--- config.mk ---
export PLATFORM = sky130hd
export DESIGN_NAME = arp_packet_sender
export DESIGN_NICKNAME = d
export VERILOG_FILES = /design/src/rtl/arp_packet_sender.sv
export SDC_FILE = /design/constraint.sdc
export NUM_CORES = 1
export LEC_CHECK = 0
export BUFFER_PORTS_ARGS = -buffer_cell sky130_fd_sc_hd__buf_2
export CAP_MARGIN = 20
export CORE_MARGIN = 3
export CORE_UTILIZATION = 54
export CTS_CLUSTER_DIAMETER = 150
export DETAILED_ROUTE_END_ITERATION = 6
export PLACE_DENSITY = 0.8
export SLEW_MARGIN = 20
export SYNTH_ARGS = -nofsm -noshare
export SYNTH_HDL_FRONTEND = slang
export SYNTH_SLANG_ARGS = --single-unit
export TNS_END_PERCENT = 20
--- constraint.sdc ---
create_clock -name clk -period 9.2 [get_ports clk]
set_clock_uncertainty 0.05 [all_clocks]
set_input_delay 1.84 -clock clk [delete_from_list [all_inputs] [get_ports clk]]
set_output_delay 1.84 -clock clk [all_outputs]
set_load 0.02 [all_outputs]
--- src/rtl/arp_packet_sender.sv ---
// ARP frame builder: sends replies to received requests and broadcast requests
// for the transmit path, as 15 contiguous 32-bit beats on the MAC TX stream.
// Handshake: a beat transfers on a cycle where mac_tx_dval && mac_tx_rdy; while
// dval is high and rdy is low, data/sop/eop/mod are held stable.
module arp_packet_sender (
  input  logic        clk,
  input  logic        rst,
  input  logic [47:0] local_mac,
  input  logic [31:0] local_ip,
  input  logic        arp_req_reced,
  input  logic [47:0] req_src_mac,
  input  logic [31:0] req_src_ip,
  input  logic        arp_req_send,
  input  logic [31:0] arp_target_ip,
  input  logic        mac_tx_rdy,
  output logic [31:0] mac_tx_data,
  output logic [1:0]  mac_tx_mod,
  output logic        mac_tx_sop,
  output logic        mac_tx_eop,
  output logic        mac_tx_dval,
  output logic        tx_busy,
  output logic        tx_done,
  output logic        tx_was_reply
);

  typedef enum logic [1:0] {IDLE, LOAD, SEND, DONE} state_t;

  state_t      state_q, state_d;
  logic        reply_pend_q, reply_pend_d;
  logic        rqst_pend_q, rqst_pend_d;
  logic        sel_reply_q, sel_reply_d;
  logic [47:0] req_mac_q, req_mac_d;
  logic [31:0] req_ip_q, req_ip_d;
  logic [31:0] tgt_ip_q, tgt_ip_d;
  logic        snap_reply_q, snap_reply_d;
  logic [47:0] snap_mac_q, snap_mac_d;
  logic [31:0] snap_tip_q, snap_tip_d;
  logic [3:0]  word_q, word_d;
  logic        tx_busy_q, tx_busy_d;
  logic        tx_was_reply_q, tx_was_reply_d;

  logic [47:0] dmac, tmac;
  logic [15:0] opcode;
  logic        accept;

  always_ff @(posedge clk or posedge rst) begin
    if (rst) begin
      state_q        <= IDLE;
      reply_pend_q   <= 1'b0;
      rqst_pend_q    <= 1'b0;
      sel_reply_q    <= 1'b0;
      req_mac_q      <= '0;
      req_ip_q       <= '0;
      tgt_ip_q       <= '0;
      snap_reply_q   <= 1'b0;
      snap_mac_q     <= '0;
      snap_tip_q     <= '0;
      word_q         <= '0;
      tx_busy_q      <= 1'b0;
      tx_was_reply_q <= 1'b0;
    end else begin
      state_q        <= state_d;
      reply_pend_q   <= reply_pend_d;
      rqst_pend_q    <= rqst_pend_d;
      sel_reply_q    <= sel_reply_d;
      req_mac_q      <= req_mac_d;
      req_ip_q       <= req_ip_d;
      tgt_ip_q       <= tgt_ip_d;
      snap_reply_q   <= snap_reply_d;
      snap_mac_q     <= snap_mac_d;
      snap_tip_q     <= snap_tip_d;
      word_q         <= word_d;
      tx_busy_q      <= tx_busy_d;
      tx_was_reply_q <= tx_was_reply_d;
    end
  end

  assign accept = mac_tx_dval && mac_tx_rdy;

  always_comb begin
    state_d        = state_q;
    reply_pend_d   = reply_pend_q;
    rqst_pend_d    = rqst_pend_q;
    sel_reply_d    = sel_reply_q;
    req_mac_d      = req_mac_q;
    req_ip_d       = req_ip_q;
    tgt_ip_d       = tgt_ip_q;
    snap_reply_d   = snap_reply_q;
    snap_mac_d     = snap_mac_q;
    snap_tip_d     = snap_tip_q;
    word_d         = word_q;
    tx_was_reply_d = tx_was_reply_q;

    if (arp_req_reced) begin
      reply_pend_d = 1'b1;
      req_mac_d    = req_src_mac;
      req_ip_d     = req_src_ip;
    end
    if (arp_req_send) begin
      rqst_pend_d = 1'b1;
      tgt_ip_d    = arp_target_ip;
    end

    case (state_q)
      IDLE: begin
        if (reply_pend_q) begin
          sel_reply_d = 1'b1;
          state_d     = LOAD;
        end else if (rqst_pend_q) begin
          sel_reply_d = 1'b0;
          state_d     = LOAD;
        end
      end
      LOAD: begin
        // A same-type pulse this cycle keeps its flag set with the new fields.
        snap_reply_d = sel_reply_q;
        if (sel_reply_q) begin
          snap_mac_d = req_mac_q;
          snap_tip_d = req_ip_q;
          if (!arp_req_reced) reply_pend_d = 1'b0;
        end else begin
          snap_mac_d = '0;
          snap_tip_d = tgt_ip_q;
          if (!arp_req_send) rqst_pend_d = 1'b0;
        end
        word_d  = 4'd0;
        state_d = SEND;
      end
      SEND: begin
        if (accept) begin
          if (word_q == 4'd14) begin
            state_d        = DONE;
            tx_was_reply_d = snap_reply_q;
          end else begin
            word_d = word_q + 4'd1;
          end
        end
      end
      DONE: state_d = IDLE;
      default: state_d = IDLE;
    endcase

    tx_busy_d = (state_d != IDLE);
  end

  assign dmac   = snap_reply_q ? snap_mac_q : 48'hFFFF_FFFF_FFFF;
  assign tmac   = snap_mac_q;
  assign opcode = snap_reply_q ? 16'h0002 : 16'h0001;

  always_comb begin
    mac_tx_dval = (state_q == SEND);
    mac_tx_sop  = mac_tx_dval && (word_q == 4'd0);
    mac_tx_eop  = mac_tx_dval && (word_q == 4'd14);
    mac_tx_mod  = 2'b00;
    mac_tx_data = 32'h0;
    if (mac_tx_dval) begin
      case (word_q)
        4'd0:    mac_tx_data = dmac[47:16];
        4'd1:    mac_tx_data = {dmac[15:0], local_mac[47:32]};
        4'd2:    mac_tx_data = local_mac[31:0];
        4'd3:    mac_tx_data = 32'h0806_0001;
        4'd4:    mac_tx_data = 32'h0800_0604;
        4'd5:    mac_tx_data = {opcode, local_mac[47:32]};
        4'd6:    mac_tx_data = local_mac[31:0];
        4'd7:    mac_tx_data = local_ip;
        4'd8:    mac_tx_data = tmac[47:16];
        4'd9:    mac_tx_data = {tmac[15:0], snap_tip_q[31:16]};
        4'd10:   mac_tx_data = {snap_tip_q[15:0], 16'h0};
        default: mac_tx_data = 32'h0;
      endcase
    end
  end

  assign tx_done      = (state_q == DONE);
  assign tx_busy      = tx_busy_q;
  assign tx_was_reply = tx_was_reply_q;

endmodule

==> flow_summary.ini <==
[placed_design]
gp_congestion = 0.876
dpl_cell_area_sq_um = 10800
dp.cells = 1295
dpl.hpwl_microns = 18900
port_buffers = 234
dp_slack_ns = 4.42

[clock_tree]
clock_sinks = 204
root_buffer = clkbuf_16
h-tree-depth = 1
cts_inserted_buffers = 21
clock_latency_ns = 0.50
post_cts_buffers = 0
path_clk_slew_ns = 0.06
hold_buffers = 0
cts_tree = built
cts_buffer_depth = 3
cts_resized = 0

[critical_path]
r2r_setup_slack_ns = 7.21
r2r-end = word_q[3]
cp-start-kind = register
critPathArrivalTime_ns = 3.46
required_ns = 7.31
rr_worst_depth = 6
worstReg2RegStart = state_q[0]
crit_path_end_kind = output port
critical_path_class = reg -> out
path_max_fanout = 25

[yosys]
yosys_warnings = 0
synthCells = 895
avgSynthCellArea_sq_um = 10.7
synthArstFlopShare_pct = 100
netlist_area_sq_um = 9610
synth-seq-cells = 204
synth_flop_cell = dfrtp_1
synth_top_area_share_pct = 53.1
synth_enable_flop_cells = 0
yosysUniqueCellTypes = 51
yosysTopAreaCell = dfrtp_1
ys_seq_area_share_pct = 53.1
synth_area_leaders = dfrtp_1, mux2_2, nand2_1

[die]
die_h_microns = 139
die_w_microns = 139
initial_core_util_pct = 55.4
rows = 48
dieArea_sq_um = 19400
core_sq_um = 17400
io_pins = 237

[status]
outcome = complete, no violations

[sta]
rsz0062_at_grt = no
maxSlewViolCount = 0
finalCritPeriodShare_pct = 58.1
worst_slack_ns = 3.85
setup_viol = 0
tns_ns = 0
period_minus_slack_ns = 5.35
tightest_slew_ns = 1.03
slew_headroom_pct = 31.1
hold_viol = 0
max_freq_ghz = 0.187

[detailed_routing]
ant_nets = 0
drc_errors = 0
first_iter_violations = 563
routedWlPerCell_microns = 20.5
dr.pass1.iters = 5
vias_per_cell = 5.76
wirelength_microns = 27400
vias = 7679

[layout]
drive_above_1_share_pct = 35.9
instances_no_fill = 1334
final_area_sq_um = 11600
area_growth_pct = 20.2
nets = 1300
final_cell_mix = buf_2, dfrtp_1, mux2_2
final_common_cell = buf_2

[global_routing]
grt_max_degree = 121
track_usage_pct = 27.6
grt_overflow = 0
grt_pass1_wl_microns = 42200
antenna_found_initial = 7
grt_pass1_vias = 7634

[worst_hold_path]
min_path_type = reg -> reg
hp-start = req_mac_q[24]
hold_end = snap_mac_q[24]
holdPathStages = 2

[power_and_ir_drop]
power_density_nw_per_um2 = 291
p_leak_nw = 5.34
ir_drop_mv = 0.274
internal_power_mw = 2.12
net-switching-power_mw = 1.24
seq_power_share_pct = 37.7
comb_power_share_pct = 35.7
p_sw_share_pct = 36.9
pwr-share-clk_pct = 26.6

[job]
drv_cap = 0
==> state kept, by name, indices dropped and copies added (netlist names), 2 cells and up <==
| name | cells |
|---|---|
| snap_tip_q | 32 |
| state_q | 2 |
| req_mac_q | 48 |
| tgt_ip_q | 32 |
| req_ip_q | 32 |
| snap_mac_q | 48 |
| word_q | 4 |
==> power by group through the flow <==
stage                     clock (mW)  combinational [mW]  sequential (mW)
after global routing           0.946                1.32             1.29
after global placement             0                1.16             1.27
final                          0.893                1.20             1.27
after CTS                      0.910                1.19             1.26
after detailed placement           0                1.18             1.27
after floorplan                    0               0.884             1.22
==> routing by layer <==
| metal | track usage [%] | vias to the layer above | wire (microns) |
|---|---|---|---|
| met5 | 0 | - | 34 |
| met4 | 10.1 | 6 | 971 |
| met3 | 5.81 | 62 | 2190 |
| met2 | 44.5 | 346 | 13100 |
| met1 | 37.2 | 3742 | 11100 |
| li1 | - | 3523 | - |
==> cell type report <==
class                           count  area (sq um)
Clock buffer                       29           576
Inverter                           59           229
Fill cell                        1390          5800
Timing Repair Buffer              244          1260
Tap cell                          225           282
Antenna cell                        4          10.0
Clock inverter                      6           136
Multi-Input combinational cell    563          3960
Sequential cell                   204          5110
==> cell usage after synthesis, drive strengths merged (5+ instances only) <==
master and instances:
dfrtp 204, mux2 112, ha 10, a21o 8, inv 59, a21oi 69
nor2 39, buf 37, o21a 7, a211oi 6, a311oi 25, nand3 5
clkbuf 33, o21ai 74, nand2 98, and2 10, mux2i 33, a22oi 23
a221oi 6, nand2b 5
==> cells by family after synthesis <==
| kind of cell | share of synthesized area, % |
|---|---|
| AO/OA/AOI/OAI | 15.1 |
| XOR/XNOR | 0.0912 |
| other | 0.0390 |
| buffers and inverters | 5.87 |
| adder cells (fa/ha/maj) | 1.30 |
| AND/OR/NAND/NOR | 7.86 |
| flip-flops | 53.1 |
| multiplexers | 16.6 |
==> stage by stage <==
step                      util [%]  hold slack (ns)  total power, mW
final                         66.6            0.423             3.36
after global routing          66.6            0.457             3.55
after CTS                     66.5            0.428             3.36
after detailed placement      62.4            0.413             2.45
after global placement        62.4            0.402             2.42
after floorplan                  -            0.396             2.11
==> how the worst max path moves through the flow <==
stage	start	end	slack [ns]	depth (start not counted)
floorplan	rst	reply_pend_q	1.74	1
global placement	local_mac[32]	mac_tx_data[0]	4.38	6
detailed placement	local_mac[32]	mac_tx_data[0]	4.42	6
CTS	word_q[2]	mac_tx_data[8]	3.89	5
global route	word_q[2]	mac_tx_data[8]	3.71	5
finish	word_q[2]	mac_tx_data[8]	3.85	5
==> worst max-delay path, cell delays in order, from the launching register on <==
cell	delay, ns
dfrtp_1	0.68
and2b_1	0.65
and2_1	0.66
a22oi_1	0.37
a311oi_1	0.36
buf_2	0.23
(Power assumes the default switching activity.)
